### src/rtl/branch_resolve_unit.sv
// -----------------------------------------------------------------------------
// branch_resolve_unit
//
// Tracks in-flight conditional-branch predictions made at fetch and checks
// them against the resolved outcome from EX. A match pops the oldest
// prediction. A mismatch squashes the front end for two cycles and redirects
// fetch to the correct path. Every accepted resolution is reported to the
// predictor one cycle later.
//
// Optional feature: define BRU_STATS_EN to add wrapping 32-bit counters of
// resolved branches and mispredictions.
//
// Ports
//   clk              pipeline clock, rising edge
//   rst              asynchronous active-high reset
//   pred_valid       fetch pushes a prediction record {pred_pc, pred_taken}
//   pred_pc          PC of the predicted branch
//   pred_taken       predicted direction (1 = taken)
//   ex_valid         EX resolves a conditional branch this cycle
//   ex_pc            PC of the resolving branch
//   ex_taken         resolved direction (1 = taken)
//   ex_target        computed taken target
//   branch_EX_done   one-cycle pulse: a resolution is reported to the predictor
//   actual_outcome   resolved direction, valid while branch_EX_done = 1
//   PC_prev          PC of the resolved branch, valid while branch_EX_done = 1
//   flush            squash IF/ID and fetch from redirect_pc
//   redirect_pc      correct-path fetch address, valid while flush = 1
//   stall_fetch      prediction FIFO is full
//   stat_branches    (BRU_STATS_EN) count of accepted resolutions
//   stat_mispredicts (BRU_STATS_EN) count of mispredictions
// -----------------------------------------------------------------------------
module branch_resolve_unit (
    input  logic        clk,
    input  logic        rst,
    input  logic        pred_valid,
    input  logic [31:0] pred_pc,
    input  logic        pred_taken,
    input  logic        ex_valid,
    input  logic [31:0] ex_pc,
    input  logic        ex_taken,
    input  logic [31:0] ex_target,
    output logic        branch_EX_done,
    output logic        actual_outcome,
    output logic [31:0] PC_prev,
    output logic        flush,
    output logic [31:0] redirect_pc,
    output logic        stall_fetch
`ifdef BRU_STATS_EN
    ,
    output logic [31:0] stat_branches,
    output logic [31:0] stat_mispredicts
`endif
);

    typedef enum logic {
        IDLE  = 1'b0,
        FLUSH = 1'b1
    } state_t;

    state_t      state;
    state_t      state_next;
    logic        flush_cnt;      // 0 in the first FLUSH cycle, 1 in the second

    // Prediction FIFO
    logic [31:0] fifo_pc    [4];
    logic        fifo_taken [4];
    logic [1:0]  rd_ptr;
    logic [1:0]  wr_ptr;
    logic [2:0]  count;

    logic        fifo_empty;
    logic        fifo_full;
    logic [31:0] head_pc;
    logic        head_taken;
    logic        resolve;
    logic        mismatch;
    logic        clear;
    logic        pop;
    logic        push;
    logic [31:0] redirect_next;

    assign fifo_empty  = (count == 3'd0);
    assign fifo_full   = (count == 3'd4);
    assign stall_fetch = fifo_full;

    // An empty FIFO presents a not-taken head; the empty term of the
    // mismatch already covers that case, so the stale head PC is harmless.
    assign head_pc    = fifo_pc[rd_ptr];
    assign head_taken = fifo_empty ? 1'b0 : fifo_taken[rd_ptr];

    // Inputs are only honoured in IDLE; FLUSH ignores both ports.
    assign resolve  = (state == IDLE) && ex_valid;
    assign mismatch = fifo_empty || (head_pc != ex_pc) || (head_taken != ex_taken);
    assign clear    = resolve && mismatch;
    assign pop      = resolve && !mismatch;
    // Full is judged on the current count, so a push alongside a pop at full
    // is still rejected; the clear on a mismatch wins over any push.
    assign push     = (state == IDLE) && pred_valid && !fifo_full && !clear;

    // NOTE: the record storage has no reset; pointers and count decide what
    // is valid, so clearing the array would only add reset fan-out.
    always_ff @(posedge clk) begin
        if (push) begin
            fifo_pc[wr_ptr]    <= pred_pc;
            fifo_taken[wr_ptr] <= pred_taken;
        end
    end

    // NOTE: sequential state uses non-blocking assignments so every flop
    // samples the pre-edge values regardless of statement order.
    always_ff @(posedge clk or posedge rst) begin
        if (rst) begin
            rd_ptr <= 2'd0;
            wr_ptr <= 2'd0;
            count  <= 3'd0;
        end else if (clear) begin
            rd_ptr <= 2'd0;
            wr_ptr <= 2'd0;
            count  <= 3'd0;
        end else begin
            if (push) wr_ptr <= wr_ptr + 2'd1;
            if (pop)  rd_ptr <= rd_ptr + 2'd1;
            case ({push, pop})
                2'b10:   count <= count + 3'd1;
                2'b01:   count <= count - 3'd1;
                default: count <= count;
            endcase
        end
    end

    // FSM: state register
    always_ff @(posedge clk or posedge rst) begin
        if (rst) begin
            state     <= IDLE;
            flush_cnt <= 1'b0;
        end else begin
            state     <= state_next;
            flush_cnt <= (state == FLUSH) && !flush_cnt;
        end
    end

    // FSM: next-state logic
    // NOTE: every combinational output gets a default first, so no path
    // leaves it unassigned and no latch is inferred.
    always_comb begin
        state_next = state;
        case (state)
            IDLE:    if (clear)     state_next = FLUSH;
            FLUSH:   if (flush_cnt) state_next = IDLE;
            default: state_next = IDLE;
        endcase
    end

    // FSM: outputs
    always_comb begin
        flush         = (state == FLUSH);
        redirect_next = ex_taken ? ex_target : ex_pc + 32'd4;
    end

    // Resolution report and redirect address, one cycle after the EX cycle.
    // actual_outcome / PC_prev / redirect_pc hold between events.
    always_ff @(posedge clk or posedge rst) begin
        if (rst) begin
            branch_EX_done <= 1'b0;
            actual_outcome <= 1'b0;
            PC_prev        <= 32'd0;
            redirect_pc    <= 32'd0;
        end else begin
            branch_EX_done <= resolve;
            if (resolve) begin
                actual_outcome <= ex_taken;
                PC_prev        <= ex_pc;
            end
            if (clear) begin
                redirect_pc <= redirect_next;
            end
        end
    end

`ifdef BRU_STATS_EN
    always_ff @(posedge clk or posedge rst) begin
        if (rst) begin
            stat_branches    <= 32'd0;
            stat_mispredicts <= 32'd0;
        end else begin
            if (resolve) stat_branches    <= stat_branches + 32'd1;
            if (clear)   stat_mispredicts <= stat_mispredicts + 32'd1;
        end
    end
`endif

endmodule

### config.mk
export PLATFORM = sky130hd
export DESIGN_NAME = branch_resolve_unit
export DESIGN_NICKNAME = d
export VERILOG_FILES = /design/src/rtl/branch_resolve_unit.sv
export SDC_FILE = /design/constraint.sdc
export NUM_CORES = 1
export LEC_CHECK = 0
export CAP_MARGIN = 20
export CORE_MARGIN = 4
export CORE_UTILIZATION = 59
export CTS_BUF_LIST = sky130_fd_sc_hd__clkbuf_8
export CTS_CLUSTER_SIZE = 20
export DETAILED_ROUTE_END_ITERATION = 6
export PLACE_DENSITY_LB_ADDON = 0.3
export SLEW_MARGIN = 20
export SYNTH_ARGS = -nofsm -noshare
export SYNTH_HDL_FRONTEND = slang
export SYNTH_SLANG_ARGS = --single-unit
### constraint.sdc
create_clock -name clk -period 6 [get_ports clk]
set_input_delay 1.2 -clock clk [delete_from_list [all_inputs] [get_ports clk]]
set_output_delay 1.2 -clock clk [all_outputs]
set_load 0.02 [all_outputs]
==> run metrics <==
met3 routed WL=1.92 mm; Fin Hold WS=410 ps; slowest cell delay on critical path=780 ps; Met1 Wirelength=9.34 mm; TritonCTS clock tree=yes; Yosys Warn Count=0; largest net degree at the start of global routing=76; GPL Wtd Cong=0.897; register area share after synthesis=0.628; Max Clock Freq=0.229 GHz; CTS max path bufs=3; area delta synth->final=26.6%; Worst Path Buf+Inv=3; reg2reg path depth=10; startpoint types=flop; initial core utilization=0.608; Post-synth ARST share=0.362; Hold Fails Final Rpt=0; DRT Wirelength=23.2 mm; Vias/cell=5.74; Root Driver=clkbuf_8; drt wl/cell=20.9 µm; power density cells=402 nW/µm²; register area=5840 µm²; final setup violation count=0; WHS Endpoint=flush_cnt; top-level I/O count=170; Hold WC Path Type=flop to flop; Top Metal Used=met4; hold_buf cts=0; grt total ovfl=0; first-pass GRT wire length=36.1 mm; vias in the first global route=6580; Slowest-stage cell, CP=dfrtp_2; Final Cycle Share=0.729; Die W=134 µm; design area=11800 µm²; Via Count=6361; worst vdd ir=0.000250 V; cells after synthesis=697; Clock transition at path regs=70 ps; FF-to-FF setup slack=1630 ps; die footprint=17800 µm²; Setup Skew=20.0 ps; CP Capture Type=flop; relative slew slack=0.271; post_cts resized=0; nets=982; mapped cell area=9310 µm²; Post-CTS Setup Bufs=0; CTS buffer count=34; post-layout minimum cycle time=4370 ps; post-detailed-route DRC marker count=0; Unique masters post-synth=52; Die Y=134 µm; cell taking the most area after synthesis=edfxtp_1; DP HPWL=16.2 mm; worst r2r src=rd_ptr[0]; CP dominant cell by count=buf_4; GRT Overall Usage=0.260; fill count=947; Diodes inserted=0; reg2reg end=fifo_pc[3][17]; leakage dissipation=4.39 nW; share of cells above drive strength 1=0.121; antenna violations before repair=0; Tightest Pin Transition=1090 ps; Core Region=15300 µm²; Syn Area/Cell=13.4 µm²; placed cell areas=11100 µm²; RSZ-0062 raised after global routing=no; DRT Pass-1 Iters=6; status=complete, no violations; post-layout util=0.769; critical path's top delay family=buffers and inverters; pins over their slew limit=0; synth top area cells=edfxtp_1, dfrtp_1, mux4_2, nand2_1, xnor2_1; worst hold path startpoint=flush_cnt; max_cap viols=0; Worst-Skew Late Latency=510 ps; Final TNS setup=0 ps; Post-synth EDFFs=132; 1st-iter DRT viols=547; kind of critical path=flop to flop; post-route antenna net violation count=0; FP Rows=45; H-tree level count=2; Syn Nets=805; Top FF cell, synth=edfxtp_1; count of cells along the worst hold path=1; crit path max fanout=38; PortBufs=169; met2 WL=11.3 mm; worst path arrival time=4520 ps; post-synth top area share=0.426; FF+latch count, synth=207; area of the multi-input gates=3220 µm²; WP data required=6150 ps; critical-path cell list=buf_4 > mux4_2 > xnor2_1 > nand2_1 > nor4_1 > nand4_1 > o21ai_4 > buf_4 > and3_1 > buf_4; Num Clock Sinks=207
## layout make-up
type,instances,area share
Inverter,12,0.00382
Clock buffer,37,0.0432
Multi-Input combinational cell,440,0.274
Clock inverter,23,0.0114
Tap cell,211,0.0224
Timing Repair Buffer,179,0.150
Sequential cell,207,0.496
## metrics by stage
| stage | setup WS (ps) | instances | power, mW |
|---|---|---|---|
| 2_1_floorplan | 2230 | 697 | 2.85 |
| 3_3_place_gp | 1540 | 1049 | 3.53 |
| 3_5_place_dp | 1480 | 1049 | 3.60 |
| 4_1_cts | 1610 | 1109 | 4.77 |
| 5_1_grt | 1330 | 1109 | 4.96 |
| 6_report | 1630 | 1109 | 4.74 |
## metal layers
metal  vias up  global-route usage
met5         -                   0
met4         0              0.0880
met3        56              0.0540
met2       300               0.428
met1      3108               0.351
li1       2897                   -
## logic make-up (layout without fill, tap and decap cells)
kind of cell | count (synthesis) | count (layout) | synth area share
AND/OR/NAND/NOR | 230 | 230 | 0.115
flip-flops | 207 | 207 | 0.628
multiplexers | 78 | 78 | 0.122
AO/OA/AOI/OAI | 65 | 65 | 0.0422
XOR/XNOR | 61 | 61 | 0.0574
buffers and inverters | 50 | 251 | 0.0268
adder cells (fa/ha/maj) | 6 | 6 | 0.00887
## how the worst max path moves through the flow
stage | from | end | slack (ps) | cells past startpoint
6_report | rd_ptr[0] | fifo_pc[3][17] | 1630 | 10
5_1_grt | rd_ptr[0] | fifo_pc[1][10] | 1330 | 10
4_1_cts | rd_ptr[0] | fifo_pc[3][9] | 1610 | 10
3_5_place_dp | ex_taken | fifo_pc[3][16] | 1480 | 9
3_3_place_gp | ex_taken | fifo_pc[3][13] | 1540 | 9
2_1_floorplan | ex_pc[30] | fifo_pc[0][0] | 2230 | 9
## registers in the layout (all words and copies together) (netlist names)
register,count
flush,1
actual_outcome,1
redirect_pc,32
rd_ptr,2
fifo_taken,4
branch_EX_done,1
flush_cnt,1
fifo_pc,128
PC_prev,32
count,3
wr_ptr,2
## report_power, final
part	switching (mW)	internal (mW)
clock network	0.546	0.618
registers	0.179	1.86
logic	0.819	0.710
## cells in the mapped netlist (all sizes together), types with 2 or more instances
| library cell | n |
|---|---|
| and2 | 3 |
| edfxtp | 132 |
| a2bb2oi | 2 |
| nand3 | 21 |
| mux2 | 35 |
| nor4b | 2 |
| nor3 | 2 |
| nor2 | 19 |
| mux2i | 18 |
| nand4 | 16 |
| xnor2 | 42 |
| inv | 12 |
| and4 | 7 |
| a211oi | 2 |
| buf | 15 |
| mux4 | 25 |
| nor4 | 6 |
| ha | 5 |
| a21oi | 7 |
| and3 | 13 |
| o211ai | 3 |
| xor2 | 19 |
| dfrtp | 75 |
| nand2 | 135 |
| o21ai | 39 |
| clkbuf | 23 |
| or3 | 3 |
## layout by cell type (no fill, tap or decap), types with 18 or more instances in the layout
cell / n
clkbuf_8: 37
clkdlybuf4s50_1: 168
dfrtp_1: 73
edfxtp_1: 132
inv_1: 24
mux2_2: 21
mux2i_1: 18
mux4_2: 25
nand2_1: 135
nand3_1: 21
nor2_1: 19
o21ai_0: 37
xnor2_1: 42
xor2_1: 19
No activity file was read; power rests on OpenSTA's default activity.
